<file path="config.mk">
export PLATFORM = sky130hd
export DESIGN_NAME = hazard3_ahb_arb_nmaster
export DESIGN_NICKNAME = d
export VERILOG_FILES = /design/src/rtl/hazard3_ahb_arb_nmaster_pkg.sv /design/src/rtl/hazard3_rr_pick.sv /design/src/rtl/hazard3_ahb_arb_nmaster.sv
export SDC_FILE = /design/constraint.sdc
export NUM_CORES = 1
export LEC_CHECK = 0
export BUFFER_PORTS_ARGS = -buffer_cell sky130_fd_sc_hd__buf_2
export CORE_AREA = 4 4 149 151
export CTS_BUF_LIST = sky130_fd_sc_hd__clkbuf_8
export DETAILED_ROUTE_END_ITERATION = 10
export DIE_AREA = 0 0 153 155
export MAX_ROUTING_LAYER = met4
export PLACE_DENSITY_LB_ADDON = 0.15
export SYNTH_ARGS = -nofsm -noshare
export SYNTH_HDL_FRONTEND = slang
export SYNTH_SLANG_ARGS = --single-unit
</file>
<file path="constraint.sdc">
create_clock -name clk -period 4.7 [get_ports clk]
set_clock_uncertainty 0.15 [all_clocks]
set_input_delay 0.235 -clock clk [delete_from_list [all_inputs] [get_ports clk]]
set_output_delay 0.235 -clock clk [all_outputs]
set_load 0.02 [all_outputs]
</file>
<file path="src/rtl/hazard3_ahb_arb_nmaster_pkg.sv">
// Shared AHB encodings and helpers for the N-master arbiter.
package hazard3_ahb_arb_nmaster_pkg;

    localparam logic [1:0] HTRANS_IDLE   = 2'b00;
    localparam logic [1:0] HTRANS_NSEQ   = 2'b10;
    localparam logic [2:0] HBURST_SINGLE = 3'b000;

    // Upper bound on master count; one-hot helpers are sized to this.
    localparam int MAX_MASTERS = 8;

    // Binary index of a one-hot vector (0 when the vector is zero).
    function automatic logic [2:0] onehot_idx(input logic [MAX_MASTERS-1:0] oh);
        logic [2:0] idx;
        idx = '0;
        for (int i = 0; i < MAX_MASTERS; i++) begin
            if (oh[i]) idx = idx | 3'(i);
        end
        return idx;
    endfunction

endpackage

</file>
<file path="src/rtl/hazard3_rr_pick.sv">
// Rotate-priority picker: the first requester strictly after ptr, wrapping,
// wins. Tying ptr to N-1 makes index 0 the highest priority (fixed priority).
module hazard3_rr_pick #(
    parameter int N     = 3,
    parameter int W_PTR = 2
) (
    input  logic [N-1:0]     req,
    input  logic [W_PTR-1:0] ptr,
    output logic [N-1:0]     gnt
);

    localparam logic [N-1:0] ONE = {{(N-1){1'b0}}, 1'b1};

    logic [W_PTR:0]   shamt;
    logic [2*N-1:0]   req_dbl;
    logic [2*N-1:0]   gnt_dbl;
    logic [N-1:0]     req_rot;
    logic [N-1:0]     gnt_rot;

    // Rotate so slot ptr+1 lands at bit 0, take lowest set bit, rotate back.
    always_comb begin
        shamt   = {1'b0, ptr} + 1'b1;
        req_dbl = {req, req} >> shamt;
        req_rot = req_dbl[N-1:0];
        gnt_rot = req_rot & (~req_rot + ONE);
        gnt_dbl = {gnt_rot, gnt_rot} << shamt;
        gnt     = gnt_dbl[2*N-1:N];
    end

endmodule

</file>
<file path="src/rtl/hazard3_ahb_arb_nmaster.sv">
// N-master to single AHB5 manager-port arbiter. Address phases are muxed from
// the combinationally granted master; data-phase responses are routed by the
// grant registered when the address phase completed. A stalled address phase
// keeps its grant, and a per-master starvation timer can boost a long-waiting
// requester above the normal priority order.
module hazard3_ahb_arb_nmaster
    import hazard3_ahb_arb_nmaster_pkg::*;
#(
    parameter int N_MASTERS     = 3,
    parameter int W_ADDR        = 32,
    parameter int W_DATA        = 32,
    parameter int RR_MODE       = 0,
    parameter int STARVE_CYCLES = 16,
    parameter int W_STARVE      = 5,
    localparam int W_HMASTER    = $clog2(N_MASTERS)
) (
    input  logic                          clk,
    input  logic                          rst,

    input  logic [N_MASTERS-1:0]          m_req,
    input  logic [N_MASTERS*W_ADDR-1:0]   m_addr,
    input  logic [N_MASTERS-1:0]          m_write,
    input  logic [N_MASTERS*3-1:0]        m_size,
    input  logic [N_MASTERS*4-1:0]        m_prot,
    input  logic [N_MASTERS-1:0]          m_excl,
    input  logic [N_MASTERS*W_DATA-1:0]   m_wdata,
    output logic [N_MASTERS-1:0]          m_aph_ready,
    output logic [N_MASTERS-1:0]          m_dph_ready,
    output logic [N_MASTERS-1:0]          m_dph_err,
    output logic [N_MASTERS-1:0]          m_dph_exokay,
    output logic [W_DATA-1:0]             m_rdata,

    output logic [W_ADDR-1:0]             haddr,
    output logic                          hwrite,
    output logic [1:0]                    htrans,
    output logic [2:0]                    hsize,
    output logic [2:0]                    hburst,
    output logic [3:0]                    hprot,
    output logic                          hmastlock,
    output logic                          hexcl,
    output logic [W_HMASTER-1:0]          hmaster,
    output logic [W_DATA-1:0]             hwdata,
    input  logic                          hready,
    input  logic                          hresp,
    input  logic                          hexokay,
    input  logic [W_DATA-1:0]             hrdata
);

    localparam logic [N_MASTERS-1:0] ONE       = {{(N_MASTERS-1){1'b0}}, 1'b1};
    localparam logic [W_HMASTER-1:0] PTR_FIXED = W_HMASTER'(N_MASTERS - 1);

    logic                   hold_aph;
    logic [N_MASTERS-1:0]   gnt_prev;
    logic [N_MASTERS-1:0]   dph_gnt;
    logic [W_HMASTER-1:0]   rr_ptr;
    logic [W_HMASTER-1:0]   pick_ptr;
    logic [N_MASTERS-1:0]   pick_gnt;
    logic [N_MASTERS-1:0]   starved;
    logic [N_MASTERS-1:0]   starved_gnt;
    logic [N_MASTERS-1:0]   gnt;
    logic [W_HMASTER-1:0]   gnt_idx;

    assign pick_ptr = (RR_MODE != 0) ? rr_ptr : PTR_FIXED;

    hazard3_rr_pick #(
        .N     (N_MASTERS),
        .W_PTR (W_HMASTER)
    ) u_pick (
        .req (m_req),
        .ptr (pick_ptr),
        .gnt (pick_gnt)
    );

    // Grant: held through a stalled aph, else starved boost, else normal pick.
    // Reset forces no grant so handshakes and htrans go quiet immediately.
    always_comb begin
        starved_gnt = starved & (~starved + ONE);
        if (rst)
            gnt = '0;
        else if (hold_aph)
            gnt = gnt_prev;
        else if (|starved)
            gnt = starved_gnt;
        else
            gnt = pick_gnt;
        gnt_idx = W_HMASTER'(onehot_idx(8'(gnt)));
    end

    // Arbitration state: aph hold, previous grant, dph owner, RR pointer.
    always_ff @(posedge clk or posedge rst) begin
        if (rst) begin
            hold_aph <= 1'b0;
            gnt_prev <= '0;
            dph_gnt  <= '0;
            rr_ptr   <= PTR_FIXED;
        end else begin
            // An error response releases the hold so the master can re-arbitrate.
            hold_aph <= htrans[1] && !hready && !hresp;
            gnt_prev <= gnt;
            if (hready)
                dph_gnt <= gnt;
            if (hready && |gnt)
                rr_ptr <= gnt_idx;
        end
    end

    generate
        if (STARVE_CYCLES != 0) begin : g_starve
            localparam logic [W_STARVE-1:0] STARVE_MAX = W_STARVE'(STARVE_CYCLES);
            for (genvar i = 0; i < N_MASTERS; i++) begin : g_cnt
                logic [W_STARVE-1:0] cnt;
                // Count cycles spent requesting without acceptance, saturating.
                always_ff @(posedge clk or posedge rst) begin
                    if (rst)
                        cnt <= '0;
                    else if (!m_req[i] || m_aph_ready[i])
                        cnt <= '0;
                    else if (cnt != STARVE_MAX)
                        cnt <= cnt + 1'b1;
                end
                assign starved[i] = (cnt == STARVE_MAX);
            end
        end else begin : g_no_starve
            assign starved = '0;
        end
    endgenerate

    // Address-phase mux from the granted master; all-zero when nothing granted.
    always_comb begin
        haddr  = '0;
        hwrite = 1'b0;
        hsize  = '0;
        hprot  = '0;
        hexcl  = 1'b0;
        for (int i = 0; i < N_MASTERS; i++) begin
            if (gnt[i]) begin
                haddr  = m_addr[i*W_ADDR +: W_ADDR];
                hwrite = m_write[i];
                hsize  = m_size[i*3 +: 3];
                hprot  = m_prot[i*4 +: 4];
                hexcl  = m_excl[i];
            end
        end
    end

    // Write data follows the data-phase owner.
    always_comb begin
        hwdata = '0;
        for (int i = 0; i < N_MASTERS; i++) begin
            if (dph_gnt[i])
                hwdata = m_wdata[i*W_DATA +: W_DATA];
        end
    end

    assign htrans       = (|gnt) ? HTRANS_NSEQ : HTRANS_IDLE;
    assign hmaster      = gnt_idx;
    assign hburst       = HBURST_SINGLE;
    assign hmastlock    = 1'b0;

    assign m_aph_ready  = gnt     & {N_MASTERS{hready}};
    assign m_dph_ready  = dph_gnt & {N_MASTERS{hready}};
    assign m_dph_err    = dph_gnt & {N_MASTERS{hresp}};
    assign m_dph_exokay = dph_gnt & {N_MASTERS{hexokay}};
    assign m_rdata      = hrdata;

endmodule
</file>
==> summary.md <==
| Metric | Value |
|---|---|
| Tot Pwr | `roughly 0.82 mW` |
| Initial antenna violation count | `4` |
| Seq. cell area | `roughly 550 µm²` |
| Mapped Area | `roughly 3000 µm²` |
| Pleak | `~2.4 nW` |
| Post_cts resized | `0` |
| Setup Viol. Count Final | `0` |
| CTS tree | `done` |
| TritonRoute pass-1 iters | `5` |
| Worst path slowest cell | `dlygate4sd3_1` |
| Top Ports | `~380` |
| Crit end category | `output port` |
| Multi-input logic area | `about 1900 µm²` |
| Clock-pin slew on the worst setup and hold paths | `roughly 0.080 ns` |
| Worst EP required | `4.32 ns` |
| Placed Area | `between 4000 and 5000 µm²` |
| Max Fclk | `~320 MHz` |
| Longest Clk Path Bufs | `2` |
| Routability cong. | `between 0.8 and 0.9` |
| Number of port buffers | `roughly 310` |
| Drt wl/cell | `between 15 and 20 µm` |
| Post-Syn Instances | `between 400 and 500` |
| Pin count of the biggest net entering global routing | `roughly 70` |
| CP Max Fanout | `38` |
| Nets | `between 900 and 1000` |
| Total number of vias | `between 3000 and 4000` |
| Yosys top cell by area | `dfrtp_1` |
| Layout Cells excl Fill | `950` |
| Status | `completed` |
| Die X | `153 µm` |
| Final ANT Viol Nets | `0` |
| DP HPWL | `roughly 14000 µm` |
| Peak supply drop | `0.0000882 V` |
| Placement Setup Slack | `1.80 ns` |
| Pwr dens | `179 nW/µm²` |
| Initial Utilization | `0.143` |
| Min cycle time layout | `3.17 ns` |
| Vias in the first global route | `roughly 4000` |
| Area share of the largest cell type after synthesis | `0.185` |
| Critical path launch point type | `input pin` |
| Ranking of synthesized cells by area | `dfrtp_1 (19%), nor2_1 (12%), buf_4 (11%), a221oi_1 (9.4%), a22oi_1 (8.1%)` |
| DRT Wirelength | `about 16000 µm` |
| Hold Fails Final Rpt | `0` |
| Slew @ Worst Pin | `roughly 1.0 ns` |
| Yosys warns | `0` |
| Post-layout util | `0.220` |
| First-pass GRT wire length | `roughly 23000 µm` |
| Crit share post-route | `0.675` |
| Max_slew headroom | `0.296` |
| #FFs+latches synth | `22` |
| DIE AREA | `around 24000 µm²` |
| RSZ-0062 raised after global routing | `no` |
| DRC | `0` |
| Root Buffer | `clkbuf_8` |
| Total of max-cap violations | `0` |
| CP Class | `in -> out` |
| Initial DRC count | `174` |
| Worst setup margin | `around 1.5 ns` |
| # fillers | `2420` |
| Area Overhead vs Synth | `53.7%` |
| Fin. max-slew vios | `0` |
| Cell area after layout | `roughly 4600 µm²` |
| Gr usage total | `0.126` |
| H-tree depth | `1` |
| FP Rows | `53` |
| Setup TNS | `0 ns` |
| Final hold slack | `between 0.03 and 0.04 ns` |
| Hold/Removal Path Class | `in -> reg` |
| Layout cell share with drive strength beyond 1 | `0.517` |
| Clk Latency, worst-skew pair | `roughly 0.26 ns` |
| CTS buffer count | `3` |
| Core ar. | `20800 µm²` |
| Placed cells | `943` |
| Setup bufs post-CTS | `0` |
| # clock sinks | `22` |
| Post-synthesis sequential area ratio | `0.185` |
| Worst stage delay on the critical path | `0.53 ns` |
| Gr ovfl total | `0` |
| Worst path cell trace | `dlygate4sd3_1 > buf_2 > inv_1 > nand2_1 > o21a_2 > inv_2 > buf_4 > a221oi_2 > nor2_1 > buf_2` |
| Die height | `around 160 µm` |
| Most common cell on crit path | `buf_2` |
| Avg Synthesized Cell Area | `7.16 µm²` |
| WP data arrival | `2.79 ns` |
| Via/cell ratio | `4.19` |
| Post-synth cell types | `40` |
## critical path, delay by kind of cell
| family | cells | cell delay [ns] |
|---|---|---|
| AOI/OAI and AO/OA | 2 | 0.27 |
| and+or+nand+nor | 2 | 0.22 |
| buffers and inverters | 6 | 2.04 |
## cells in the mapped netlist
master,instances
nor2b_1,1
or3_4,1
nand2_1,41
nor2_1,94
o211ai_2,1
a21o_1,3
buf_6,4
o21ai_0,33
a311oi_4,1
nor3_2,1
nand4bb_1,2
and2_1,9
inv_1,11
buf_4,42
o41ai_1,1
buf_2,7
nor3_1,6
conb_1,1
nor3b_1,2
nand4bb_4,1
a21oi_1,5
xor2_1,6
mux2i_1,1
inv_2,1
a22oi_1,32
nor3_4,1
and4bb_2,2
nand3_1,7
a311oi_2,1
ha_1,6
a221oi_1,32
clkbuf_1,19
nor4_1,2
a211oi_1,1
a221oi_2,9
xnor2_1,3
dfrtp_1,22
nand2b_1,1
o21a_1,1
and4bb_4,1
## flip-flops by register name, summed over array words and instances (netlist names)
name                cells
hold_aph                1
dph_gnt                 3
g_starve.g_cnt.cnt     15
gnt_prev                3
## cell families after synthesis
logic type | Yosys count | synth area share
fa+ha+maj | 6 | 0.0253
mux | 1 | 0.00337
xor+xnor | 9 | 0.0265
compound gates | 120 | 0.318
other cells | 1 | 0.00126
simple gates | 172 | 0.268
flops | 22 | 0.185
buf+inv | 84 | 0.172
## report_power, final
group,switching [mW],internal (mW)
Clock,0.0603,0.0746
Combinational,0.278,0.192
Sequential,0.0158,0.199
Total,0.354,0.466
## routing by layer
layer / wire (µm) / vias to the layer above / track usage
met1: 5980 / 1756 / 0.138
li1: - / 1963 / -
met5: 0 / - / -
met4: 350 / 0 / 0.0305
met3: 1400 / 26 / 0.0278
met2: 8360 / 235 / 0.232
## final cells by class
| class | instances | share of cell area |
|---|---|---|
| diodes | 2 | 0.00109 |
| flip-flops and latches | 22 | 0.121 |
| well taps | 275 | 0.0753 |
| clock buffers | 4 | 0.0120 |
| repair buffers | 322 | 0.358 |
| inverters | 12 | 0.00985 |
| multi-input cells | 313 | 0.423 |
## path summary, 6_finish.rpt
path	from	end	slack (ns)	cells after the start
worst max-delay path	rst	haddr[26]	1.53	10
worst min-delay path	hresp	hold_aph$_DFF_PP0_	0.03	2
worst max register to register	g_starve.g_cnt[2].cnt[0]$_DFFE_PP0P_	hold_aph$_DFF_PP0_	2.05	8
worst min register to register	dph_gnt[0]$_DFFE_PP0P_	dph_gnt[0]$_DFFE_PP0P_	0.41	1
max in group asynchronous	rst	dph_gnt[2]$_DFFE_PP0P_	3.37	4
min in group asynchronous	rst	g_starve.g_cnt[0].cnt[4]$_DFFE_PP0P_	0.46	3
## layout by cell type, fill, tap and decap left out, types with 3 or more instances in the layout
cell type,count
a221oi_1,32
nand3_1,7
clkbuf_8,4
o21ai_0,33
buf_2,314
a21o_1,3
conb_1,5
nand2_1,41
ha_1,6
a221oi_2,9
nor3_1,6
a21oi_1,5
inv_1,11
and2_1,9
xor2_1,6
buf_4,7
dfrtp_1,21
a22oi_1,32
xnor2_1,3
nor2_1,94
## timing repair
action / in CTS / in global routing
hold endpoints to repair: 7 / 0
setup endpoints to repair: 0 / 0
hold buffers: 1 / 0
Note: power is estimated with default switching activity, not from simulation.
